**config.mk**
```make
export PLATFORM = sky130hd
export DESIGN_NAME = l_stf_seq
export DESIGN_NICKNAME = d
export VERILOG_FILES = /design/src/rtl/l_stf_pkg.sv /design/src/rtl/l_stf_seq.sv
export SDC_FILE = /design/constraint.sdc
export NUM_CORES = 1
export LEC_CHECK = 0
export ABC_CLOCK_PERIOD_IN_PS = 1590
export BUFFER_PORTS_ARGS = -buffer_cell sky130_fd_sc_hd__buf_2
export CAP_MARGIN = 20
export CORE_MARGIN = 1.5
export CORE_UTILIZATION = 45
export DETAILED_ROUTE_END_ITERATION = 8
export GPL_TIMING_DRIVEN = 0
export PLACE_DENSITY = 0.79
export SETUP_SLACK_MARGIN = 0.1
export SKIP_LAST_GASP = 1
export SYNTH_ARGS = -nofsm -noshare
export SYNTH_HDL_FRONTEND = slang
export SYNTH_SLANG_ARGS = --single-unit
```
**constraint.sdc**
```tcl
create_clock -name clk -period 1.59 [get_ports clk]
set_input_delay 0.318 -clock clk [delete_from_list [all_inputs] [get_ports clk]]
set_output_delay 0.318 -clock clk [all_outputs]
set_load 0.01 [all_outputs]
```
**src/rtl/l_stf_pkg.sv**
```systemverilog
// l_stf_pkg: shared definitions for the L-STF preamble sequencer.
//   - sequencer state encoding
//   - ROM geometry (16 entries, 4-bit address) and repetition counter width
//   - default number of ROM passes
//   - I/Q field positions inside a packed 32-bit sample {I[31:16], Q[15:0]}
//   - half_iq(): per-component arithmetic shift right by one (first-sample window)
package l_stf_pkg;

  typedef enum logic [1:0] {
    IDLE  = 2'd0,
    RUN   = 2'd1,
    DRAIN = 2'd2
  } l_stf_state_t;

  localparam int unsigned L_STF_ROM_DEPTH = 16;
  localparam int unsigned L_STF_ADDR_W    = 4;
  localparam int unsigned L_STF_REP_W     = 4;
  localparam int unsigned L_STF_NUM_REP   = 10;

  localparam int unsigned L_STF_I_MSB = 31;
  localparam int unsigned L_STF_I_LSB = 16;
  localparam int unsigned L_STF_Q_MSB = 15;
  localparam int unsigned L_STF_Q_LSB = 0;

  // Halve both components, sign-preserving and truncating toward -inf.
  function automatic logic [31:0] half_iq(input logic [31:0] s);
    logic signed [15:0] i_s;
    logic signed [15:0] q_s;
    i_s = s[L_STF_I_MSB:L_STF_I_LSB];
    q_s = s[L_STF_Q_MSB:L_STF_Q_LSB];
    return {i_s >>> 1, q_s >>> 1};
  endfunction

endpackage

```
**src/rtl/l_stf_seq.sv**
```systemverilog
// l_stf_seq: legacy short training field sequencer.
// Walks the external 16-entry L-STF ROM cyclically NUM_REP times and streams
// each sample to the TX sample path over a valid/ready handshake.
//
// Ports:
//   clk            TX clock
//   phy_tx_arestn  synchronous active-low reset
//   start          one-cycle request to begin a field (honoured in IDLE only)
//   abort          synchronous cancel, returns to IDLE from any state
//   busy           field in progress
//   done           one-cycle pulse after the final sample handshake
//   rom_addr       address to the external combinational L-STF ROM
//   rom_dout       ROM sample {I[31:16], Q[15:0]}
//   tx_data        output sample, same packing
//   tx_valid       tx_data holds a valid sample
//   tx_ready       downstream accepts when tx_valid && tx_ready
//
// Build option:
//   L_STF_WINDOW_EN  halve I and Q of the very first sample of each field.
module l_stf_seq
  import l_stf_pkg::*;
#(
  parameter int unsigned NUM_REP = L_STF_NUM_REP
) (
  input  logic                    clk,
  input  logic                    phy_tx_arestn,
  input  logic                    start,
  input  logic                    abort,
  output logic                    busy,
  output logic                    done,
  output logic [L_STF_ADDR_W-1:0] rom_addr,
  input  logic [31:0]             rom_dout,
  output logic [31:0]             tx_data,
  output logic                    tx_valid,
  input  logic                    tx_ready
);

  localparam logic [L_STF_ADDR_W-1:0] LAST_ADDR = L_STF_ADDR_W'(L_STF_ROM_DEPTH - 1);
  localparam logic [L_STF_REP_W-1:0]  LAST_REP  = L_STF_REP_W'(NUM_REP - 1);

  l_stf_state_t           state;
  logic [L_STF_REP_W-1:0] rep;
  logic                   load_en;
  logic [31:0]            sample;

  // Output register is free when empty or being drained this cycle.
  assign load_en = !tx_valid || tx_ready;
  assign busy    = (state != IDLE);

`ifdef L_STF_WINDOW_EN
  assign sample = (rom_addr == '0 && rep == '0) ? half_iq(rom_dout) : rom_dout;
`else
  assign sample = rom_dout;
`endif

  always_ff @(posedge clk) begin
    if (!phy_tx_arestn) begin
      state    <= IDLE;
      rom_addr <= '0;
      rep      <= '0;
      tx_valid <= 1'b0;
      tx_data  <= '0;
      done     <= 1'b0;
    end else if (abort) begin
      state    <= IDLE;
      rom_addr <= '0;
      rep      <= '0;
      tx_valid <= 1'b0;
      done     <= 1'b0;
    end else begin
      done <= 1'b0;
      case (state)
        IDLE: begin
          rom_addr <= '0;
          rep      <= '0;
          tx_valid <= 1'b0;
          if (start) state <= RUN;
        end
        RUN: begin
          if (load_en) begin
            tx_data  <= sample;
            tx_valid <= 1'b1;
            rom_addr <= rom_addr + 1'b1;
            if (rom_addr == LAST_ADDR) begin
              // Last sample loaded: wait for its handshake in DRAIN.
              if (rep == LAST_REP) state <= DRAIN;
              else                 rep   <= rep + 1'b1;
            end
          end
        end
        DRAIN: begin
          if (tx_ready) begin
            tx_valid <= 1'b0;
            done     <= 1'b1;
            rom_addr <= '0;
            rep      <= '0;
            state    <= IDLE;
          end
        end
        default: state <= IDLE;
      endcase
    end
  end

endmodule

```
; ---- Word level (Yosys, flattened, before mapping)
; Cells that the tools add are included.
[op_classes]
muxes = 17
add_sub_neg = 2
n_eq_ne = 10
reduce_logical = 11
bitwise = 3
[op_table]
columns = operator, n
row1 = case mux 4 bit (3 select lines), 2
row2 = two-way mux 4 bit, 5
row3 = "inequality test 2 bit, second input constant", 6
row4 = two-way mux 2 bit, 5
row5 = AND reduction 5 bit, 2
row6 = "adder 4 x 1 -> 4 bit, second input constant", 2
row7 = "== test 4 bit, second input constant", 2
row8 = case mux 2 bit (3 select lines), 1
row9 = AND reduction 3 bit, 2
row10 = two-way mux 1 bit, 3
row11 = NOT 1 bit, 3
row12 = case mux 1 bit (3 select lines), 1
row13 = nonzero test 3 bit, 1
row14 = OR reduction 3 bit, 1
row15 = "== test 2 x 1 -> 1 bit, second input constant", 1
row16 = "== test 2 bit, second input constant", 1
row17 = zero test 2 bit, 1
row18 = nonzero test 2 bit, 1
row19 = OR reduction 2 bit, 1
row20 = zero test 1 bit, 1
row21 = logical OR 1 bit, 1
[totals]
register_bits = 44
in_bits = 37

; ---- Depth between registers and ports, before layout
; Gate-level depths: netlist of the first run.
[logic_depth]
ltp_word = 5
mapped_depth = 7

; ---- Least setup slack after synthesis of the first run
; No wires, ideal clock.
[synth_path]
kind = reg2reg
from = register tx_valid
to = register tx_data[0]
t_required_ns = 1.474
synth_period_minus_slack_ns = 1.417
slack_ns = 0.173
stages_incl_launch_ff = 8
setup_ns = 0.116
arrival_time_ns = 1.301
cell_sequence = dfxtp_1 -> nor2b_1 -> buf_6 -> or3_1 -> buf_2 -> buf_6 -> nand2_1 -> a21boi_1
[synth_between]
elab_chain_cells = 3
[synth_rtl]
columns = item, line
row1 = "start, declared", l_stf_seq.sv:34  ; output logic tx_valid,
row2 = "start signal, assigned", l_stf_seq.sv:61  ; tx_valid <= 1'b0;
row3 = "start signal, assigned", l_stf_seq.sv:68  ; tx_valid <= 1'b0;
row4 = "start signal, assigned", l_stf_seq.sv:76  ; tx_valid <= 1'b0;
row5 = zero test 1 bit, l_stf_seq.sv:47  ; assign load_en = !tx_valid || tx_ready;
row6 = logical OR 1 bit, l_stf_seq.sv:47
row7 = AND reduction 3 bit (no line), n/a
row8 = "end signal, assigned", l_stf_seq.sv:81  ; tx_data <= sample;
row9 = "end, declared", l_stf_seq.sv:33  ; output logic [31:0] tx_data,
; Every way passes these cells.
; A chain may end at the register's enable or synchronous reset.

; ---- Worst setup path after layout of the first run
[layout_path]
from = register tx_valid
to = register tx_data[3]
; The elaborated chain is that of the path after synthesis.

==> results of run 1 <==
## per-layer routing
layer / up-vias / global-route usage (%)
met5: - / 0
li1: 892 / -
met4: 0 / 7.91
met1: 786 / 22.0
met3: 7 / 4.56
met2: 51 / 31.1
## worst paths after layout
check	startpoint	end	cells after the start
setup / recovery	tx_valid$_SDFFE_PP0P_	tx_data[3]$_SDFFE_PN0P_	7
hold / removal	rom_dout[1]	tx_data[1]$_SDFFE_PN0P_	3
setup reg to reg	tx_valid$_SDFFE_PP0P_	tx_data[3]$_SDFFE_PN0P_	7
hold reg to reg	tx_data[20]$_SDFFE_PN0P_	tx_data[20]$_SDFFE_PN0P_	2
## metrics by stage
step / hold WS (ns) / utilization [%] / power (mW) / area (um2)
finish: 0.260 / 66.7 / 1.98 / 2510
global route: 0.264 / 66.7 / 2.07 / 2510
CTS: 0.258 / 62.0 / 1.97 / 2340
detailed placement: 0.444 / 59.9 / 1.34 / 2260
global placement: 0.437 / 59.9 / 1.33 / 2260
floorplan: 0.453 / - / 1.25 / 1820
## what timing repair did
item / CTS / global route
setup endpoints to repair: 0 / 36
gates resized for setup: 0 / 24
buffers inserted: 0 / 8
hold buffers: 0 / 0
## cells in the mapped netlist
master and count:
sky130_fd_sc_hd__inv_1 2, sky130_fd_sc_hd__nand2b_1 3, sky130_fd_sc_hd__ha_1 3, sky130_fd_sc_hd__nor3_2 1, sky130_fd_sc_hd__o311ai_0 1, sky130_fd_sc_hd__nor3_1 7
sky130_fd_sc_hd__a21boi_0 2, sky130_fd_sc_hd__clkbuf_1 3, sky130_fd_sc_hd__dfxtp_1 44, sky130_fd_sc_hd__o21ai_0 1, sky130_fd_sc_hd__a22o_1 2, sky130_fd_sc_hd__nand3_1 8
sky130_fd_sc_hd__or3_1 2, sky130_fd_sc_hd__a2111oi_0 1, sky130_fd_sc_hd__nand4_1 1, sky130_fd_sc_hd__nand3b_1 2, sky130_fd_sc_hd__nor4b_1 1, sky130_fd_sc_hd__and3_1 1
sky130_fd_sc_hd__a22oi_1 1, sky130_fd_sc_hd__nor2_1 6, sky130_fd_sc_hd__a21o_1 2, sky130_fd_sc_hd__nand2b_4 1, sky130_fd_sc_hd__nand2_1 66, sky130_fd_sc_hd__a21oi_1 6
sky130_fd_sc_hd__a21boi_1 30, sky130_fd_sc_hd__buf_4 1, sky130_fd_sc_hd__and4bb_2 1, sky130_fd_sc_hd__a211oi_1 1, sky130_fd_sc_hd__buf_6 4, sky130_fd_sc_hd__buf_2 4
sky130_fd_sc_hd__or2_2 1, sky130_fd_sc_hd__nor2b_1 3
## cell type report
type,instances,area [um2],area share [%]
Buffer,12,109,4.33
Sequential cell,44,888,35.3
Multi-Input combinational cell,154,886,35.2
Timing Repair Buffer,85,485,19.3
Clock inverter,1,5.00,0.199
Inverter,2,7.51,0.299
Clock buffer,6,72.6,2.89
Tap cell,48,60.1,2.39
## cell families (layout without fill, tap and decap cells)
group	count (synthesis)	in the layout	share of synthesized area, %
AOI/OAI and AO/OA	47	47	18.7
adders and majority gates	3	3	2.06
buffers and inverters	14	106	5.01
DFF	44	44	48.3
and+or+nand+nor	104	104	26.0
## sequential cells by signal, indices dropped and copies added (netlist names)
signal    cells
tx_valid      1
done          1
tx_data      32
rep           4
rom_addr      4
state         2
## power breakdown
part / internal [mW] / switching (mW) / leakage, nW
combinational: 0.106 / 0.0950 / 0.745
sequential: 1.12 / 0.0107 / 0.358
clock: 0.299 / 0.346 / 0.0410
## critical path: stages, from the launching register on
cell and delay, ns:
sky130_fd_sc_hd__dfxtp_2 0.33, sky130_fd_sc_hd__nor2b_2 0.15, sky130_fd_sc_hd__buf_6 0.13, sky130_fd_sc_hd__or3_4 0.33, sky130_fd_sc_hd__buf_8 0.15, sky130_fd_sc_hd__clkbuf_16 0.15, sky130_fd_sc_hd__nand2_1 0.07, sky130_fd_sc_hd__a21boi_1 0.06
==> results.py, run 1 <==
metrics = {
    "logic_synthesis": {
        "syn_area_per_cell_um2": 8.60,
        "netlist_area_um2": 1820,
        "synth_warnings": 0,
        "library_cell_with_the_largest_summed_area_after_synthesis": "sky130_fd_sc_hd__dfxtp_1",
        "netlist.area_leader.share_pct": 48.3,
        "synth.lib_cells_used.distinct": 32,
        "postSynthCellCount": 212,
        "ys_seq_elements": 44,
        "syn-num-nets": 252,
        "synth_seq_area_share_pct": 48.3,
        "synthTopCellsByArea": "sky130_fd_sc_hd__dfxtp_1 (48%), sky130_fd_sc_hd__nand2_1 (14%), sky130_fd_sc_hd__a21boi_1 (12%)",
    },
    "routing": {
        "wl_met3_um": 229,
        "wire_per_inst_um": 11.5,
        "wl_met1_mm": 1.90,
        "met2_wirelength_mm": 1.84,
        "via_count_of_the_routed_design": 1736,
        "drt-pass1-iter-count": 4,
        "initialDrtViolationCount": 99,
        "wl_mm": 4.05,
        "drt.antenna.violating_nets": 0,
        "via_per_inst": 4.93,
        "top_layer_used": "met4",
        "drcViolationCount": 0,
    },
    "placement": {
        "placed_cells_incl_taps": 335,
        "port_buffers": 75,
        "dpl_worst_slack_ns": 0.0997,
        "place.detailed.hpwl_mm": 2.72,
        "gp_congestion": 0.756,
    },
    "global_routing": {
        "globalRouteTotalUtil_pct": 18.4,
        "global_route_wire_length_before_repair_mm": 6.38,
        "grt_overflow": 0,
        "grt_max_degree": 13,
        "grt_pass1_vias": 1547,
        "number_of_antenna_violations_at_the_first_check_in_global_routing": 0,
    },
    "setup_path": {
        "critPathArrivalTime_ns": 1.67,
        "regToRegSetupSlack_ns": 0.11,
        "timing.critical_path.required_ns": 1.77,
        "worstSetupStartpointType": "flip-flop",
        "worst-path-max-fanout": 7,
        "timing.setup.critical_path_class": "reg -> reg",
        "critPathCaptureType": "flip-flop",
    },
    "sta": {
        "timing.slew.headroom_pct": 75.0,
        "worst_pin_slew_ns": 0.372,
        "fin_hold_viols": 0,
        "setup_tns_ns": 0,
        "grt_setup_unrepaired": "true",
        "shortest_period_the_worst_path_allows_ns": 1.48,
        "postLayoutSetupSlackWorst_ns": 0.108,
        "portion_of_the_clock_cycle_consumed_by_the_worst_path_in_the_final_layout_pct": 93.2,
        "setup-violations-final": 0,
        "fmax_ghz": 0.675,
        "final-max-slew-violation-count": 0,
        "timing.clock.skew_ns": 0.00428,
    },
    "cts": {
        "ctsLongestPathBuffers": 2,
        "clock_tree_from_tritoncts": "built",
        "cts_buffers": 5,
        "clock_latency_late_sink_ns": 0.29,
        "numClockSinks": 44,
        "cts.root.buffer_cell": "sky130_fd_sc_hd__clkbuf_8",
        "clock_pin_slew_on_the_worst_setup_and_hold_paths_ns": 0.08,
        "htreeDepth": 2,
    },
    "floorplan": {
        "dieHeight_um": 66.7,
        "chipWidth_um": 66.7,
        "io_pins": 76,
        "fp.coreArea_um2": 3770,
        "number_of_rows_in_the_core_area": 22,
        "floorplan.initialDensity_pct": 48.4,
        "floorplan.die_area_um2": 4440,
    },
    "finish": {
        "drive_gt1_share_pct": 38.5,
        "layout.nets": 344,
        "layout-area-overhead-vs-synth_pct": 37.8,
        "antenna_cell_count": 0,
        "final_cell_count_no_fill": 352,
        "most_used_cells_in_the_layout_excluding_fill_and_tap_cells": "sky130_fd_sc_hd__buf_2 (78), sky130_fd_sc_hd__nand2_1 (62), sky130_fd_sc_hd__dfxtp_1 (40), sky130_fd_sc_hd__a21boi_1 (30)",
        "mostFrequentLayoutCell": "sky130_fd_sc_hd__buf_2",
        "fillers": 336,
    },
    "min_path": {
        "min_path_type": "in -> reg",
    },
    "power": {
        "peakVddDrop_uv": 521,
        "power-per-cell-area_nw_per_um2": 787,
        "static-leakage-power_nw": 1.14,
    },
    "outcome": {
        "status": "completed",
    },
    "job": {
        "max-cap-violations": 0,
    },
}
Note: power is estimated with default switching activity, not from simulation.
==> run 2, diff against run 1 <==
--- a/config.mk
+++ b/config.mk
@@ -5,6 +5,7 @@
 export SDC_FILE = /design/constraint.sdc
 export NUM_CORES = 1
 export LEC_CHECK = 0
+export ABC_AREA = 1
 export ABC_CLOCK_PERIOD_IN_PS = 1590
 export BUFFER_PORTS_ARGS = -buffer_cell sky130_fd_sc_hd__buf_2
 export CAP_MARGIN = 20
==> results.py, run 2 <==
metrics = {
    "min_path": {
        "min_to": "tx_data[22]$_SDFFE_PN0P_",
        "min_from": "rom_dout[22]",
        "min_delay_path_depth": 3,
        "min_path_type": "in -> reg",
    },
    "logic_synthesis": {
        "postSynthCellCount": 240,
        "synth_compound_area_share_pct": 13.3,
        "synth_adder_area_share_pct": 2.10,
        "ys_seq_elements": 44,
        "synthXorXnorAreaFrac_pct": 0.491,
        "simple_gate_portion_of_the_synthesized_area_pct": 28.6,
        "netlist.area_leader.share_pct": 49.4,
        "syn-num-nets": 280,
        "synthTopCellsByArea": "sky130_fd_sc_hd__dfxtp_1 (49%), sky130_fd_sc_hd__nor2_1 (17%), sky130_fd_sc_hd__o21ai_0 (9.8%)",
        "synth.lib_cells_used.distinct": 22,
        "synthMuxAreaShare_pct": 0,
        "synth-edff-count": 0,
        "yosysMostFrequentCell": "sky130_fd_sc_hd__nor2_1",
        "library_cell_with_the_largest_summed_area_after_synthesis": "sky130_fd_sc_hd__dfxtp_1",
        "netlist_area_um2": 1780,
        "ys_top_cells_by_count": "sky130_fd_sc_hd__nor2_1 (80), sky130_fd_sc_hd__dfxtp_1 (44), sky130_fd_sc_hd__o21ai_0 (35), sky130_fd_sc_hd__nand2_1 (28), sky130_fd_sc_hd__inv_1 (12)",
        "asyncSetResetFlopFracSynth_pct": 0,
        "synth_top_family_by_area": "simple AND/OR/NAND/NOR gates",
        "ys.flop_type": "sky130_fd_sc_hd__dfxtp_1",
        "syn_area_per_cell_um2": 7.43,
        "synth_seq_area_share_pct": 49.4,
        "synth_warnings": 0,
    },
    "cts": {
        "ctsLongestPathBuffers": 2,
        "cts_buffers": 5,
        "htreeDepth": 2,
        "cts.root.buffer_cell": "sky130_fd_sc_hd__clkbuf_8",
        "numClockSinks": 44,
        "clock_pin_slew_on_the_worst_setup_and_hold_paths_ns": 0.08,
        "clock_tree_from_tritoncts": "built",
        "cts_hold_buf": 0,
        "clock_latency_late_sink_ns": 0.29,
    },
    "sta": {
        "fin_hold_viols": 0,
        "worst_pin_slew_ns": 0.534,
        "shortest_period_the_worst_path_allows_ns": 1.39,
        "grt_setup_unrepaired": "false",
        "setup_tns_ns": 0,
        "portion_of_the_clock_cycle_consumed_by_the_worst_path_in_the_final_layout_pct": 87.6,
        "final-max-slew-violation-count": 0,
        "setup-violations-final": 0,
        "fmax_ghz": 0.718,
        "timing.slew.headroom_pct": 64.2,
        "timing.clock.skew_ns": 0.00550,
    },
    "finish": {
        "mostFrequentLayoutCell": "sky130_fd_sc_hd__nor2_1",
        "multi_input_logic_area_um2": 802,
        "layout.nets": 369,
        "layout-area-overhead-vs-synth_pct": 33.0,
        "most_used_cells_in_the_layout_excluding_fill_and_tap_cells": "sky130_fd_sc_hd__nor2_1 (79), sky130_fd_sc_hd__buf_2 (76), sky130_fd_sc_hd__dfxtp_1 (43), sky130_fd_sc_hd__o21ai_0 (35), sky130_fd_sc_hd__nand2_1 (28)",
        "largest-register": "tx_data",
        "ff_latch_area_um2": 885,
        "largest_reg_flops": 32,
        "drive_gt1_share_pct": 31.6,
        "fillers": 342,
        "layout_top_registers": "tx_data: 32 flops, rep: 4 flops, rom_addr: 4 flops",
        "finish.instance_area_um2": 2370,
        "antenna_cell_count": 0,
    },
    "routing": {
        "initialDrtViolationCount": 123,
        "drcViolationCount": 0,
        "wire_per_inst_um": 11.0,
        "top_layer_used": "met4",
        "wl_mm": 4.15,
        "wl_met3_um": 293,
        "drt.antenna.violating_nets": 0,
        "drt-pass1-iter-count": 4,
        "via_count_of_the_routed_design": 1822,
        "wl_met1_mm": 1.91,
        "met2_wirelength_mm": 1.88,
        "via_per_inst": 4.83,
    },
    "setup_path": {
        "timing.setup.critical_path_class": "reg -> reg",
        "critPathArrivalTime_ns": 1.58,
        "worst-r2r-cell-count": 7,
        "timing.critical_path.required_ns": 1.78,
        "critPathCaptureType": "flip-flop",
        "reg2reg_from": "state[1]$_SDFFE_PP0P_",
        "worstReg2RegEnd": "tx_data[7]$_SDFFE_PN0P_",
        "worst-path-max-fanout": 6,
        "worstSetupStartpointType": "flip-flop",
        "regToRegSetupSlack_ns": 0.20,
    },
    "global_routing": {
        "grt_pass1_vias": 1630,
        "globalRouteTotalUtil_pct": 19.8,
        "grt_max_degree": 14,
        "global_route_wire_length_before_repair_mm": 6.73,
        "grt_overflow": 0,
        "number_of_antenna_violations_at_the_first_check_in_global_routing": 0,
    },
    "floorplan": {
        "io_pins": 76,
        "floorplan.initialDensity_pct": 47.7,
        "fp.coreArea_um2": 3740,
        "dieHeight_um": 66.0,
        "number_of_rows_in_the_core_area": 22,
        "floorplan.die_area_um2": 4350,
        "chipWidth_um": 66.0,
    },
    "power": {
        "internal_power_mw": 1.57,
        "power_switching_mw": 0.547,
        "seq_power_share_pct": 55.4,
        "power-per-cell-area_nw_per_um2": 892,
        "pwr-share-clk_pct": 31.3,
        "peakVddDrop_uv": 588,
        "static-leakage-power_nw": 1.26,
        "p_comb_share_pct": 13.3,
        "sw_frac_of_total_pct": 25.8,
    },
    "job": {
        "max-cap-violations": 0,
    },
    "placement": {
        "place.detailed.hpwl_mm": 2.92,
        "port_buffers": 75,
        "placed_area_um2": 2220,
        "gp_congestion": 0.820,
    },
    "outcome": {
        "status": "completed",
    },
}
[run 2: changes by cell type in the layout (fill, tap and decap cells not counted), moves of 4 or more]
cell                       change
sky130_fd_sc_hd__nor3_1        -6
sky130_fd_sc_hd__buf_8         -4
sky130_fd_sc_hd__nor2_1       +73
sky130_fd_sc_hd__a21boi_1     -30
sky130_fd_sc_hd__o21ai_0      +34
sky130_fd_sc_hd__nand2_1      -34
sky130_fd_sc_hd__nand2_2       -4
sky130_fd_sc_hd__inv_1         +9
[run 2: power groups by stage]
| stage | clock network, mW | logic [mW] | registers [mW] |
|---|---|---|---|
| 2_1_floorplan | 0 | 0.124 | 1.22 |
| 3_3_place_gp | 0 | 0.255 | 1.20 |
| 3_5_place_dp | 0 | 0.262 | 1.20 |
| 4_1_cts | 0.684 | 0.262 | 1.17 |
| 5_1_grt | 0.737 | 0.316 | 1.18 |
| 6_report | 0.663 | 0.281 | 1.17 |
[run 2: worst max-delay path: stages, from the launching register on]
cell                      delay (ns)
sky130_fd_sc_hd__dfxtp_4        0.37
sky130_fd_sc_hd__inv_4          0.07
sky130_fd_sc_hd__nand2_4        0.08
sky130_fd_sc_hd__nor3_4         0.30
sky130_fd_sc_hd__inv_2          0.13
sky130_fd_sc_hd__buf_2          0.18
sky130_fd_sc_hd__nor2_1         0.09
sky130_fd_sc_hd__nor2_1         0.05
[run 2: how the worst max path moves through the flow]
stage	end	slack, ns	start
2_1_floorplan	rep[0]$_SDFFE_PP0P_	0.34	rom_addr[0]$_SDFFE_PP0P_
6_report	tx_data[7]$_SDFFE_PN0P_	0.20	state[1]$_SDFFE_PP0P_
5_1_grt	tx_data[7]$_SDFFE_PN0P_	0.10	state[1]$_SDFFE_PP0P_
4_1_cts	tx_data[1]$_SDFFE_PN0P_	0.14	state[1]$_SDFFE_PP0P_
3_5_place_dp	tx_data[23]$_SDFFE_PN0P_	0.13	tx_ready
3_3_place_gp	tx_data[0]$_SDFFE_PN0P_	0.16	tx_ready
[run 2: repair_timing]
action | CTS | global route
gates resized for setup | 0 | 10
setup buffers | 0 | 6
setup endpoints to repair | 0 | 33
[run 2: logic make-up after synthesis]
family,count (synthesis)
adders and majority gates,3
xor gates and xnor gates,1
and+or+nand+nor,124
DFF,44
AOI/OAI and AO/OA,46
buffers and inverters,22
[run 2: through the flow]
stage	total power, mW	setup slack [ns]	util [%]	hold slack, ns	instances
finish	2.12	0.198	63.4	0.242	377
global route	2.23	0.101	63.4	0.234	377
CTS	2.12	0.142	61.5	0.232	370
detailed placement	1.46	0.133	59.3	0.463	363
global placement	1.45	0.157	59.3	0.461	363
floorplan	1.34	0.338	-	0.453	240
[run 2: metal layers]
metal,global-route usage (%),vias to the layer above
li1,-,942
met5,0,-
met3,5.79,7
met4,7.65,0
met2,31.2,59
met1,25.5,814
[run 2: layout make-up]
class | count | area share, %
repair buffers | 82 | 17.9
well taps | 48 | 2.53
plain buffers | 9 | 2.85
multi-input cells | 174 | 33.8
inverters | 13 | 2.16
clock inverters | 2 | 0.527
clock buffers | 5 | 2.90
flip-flops and latches | 44 | 37.3
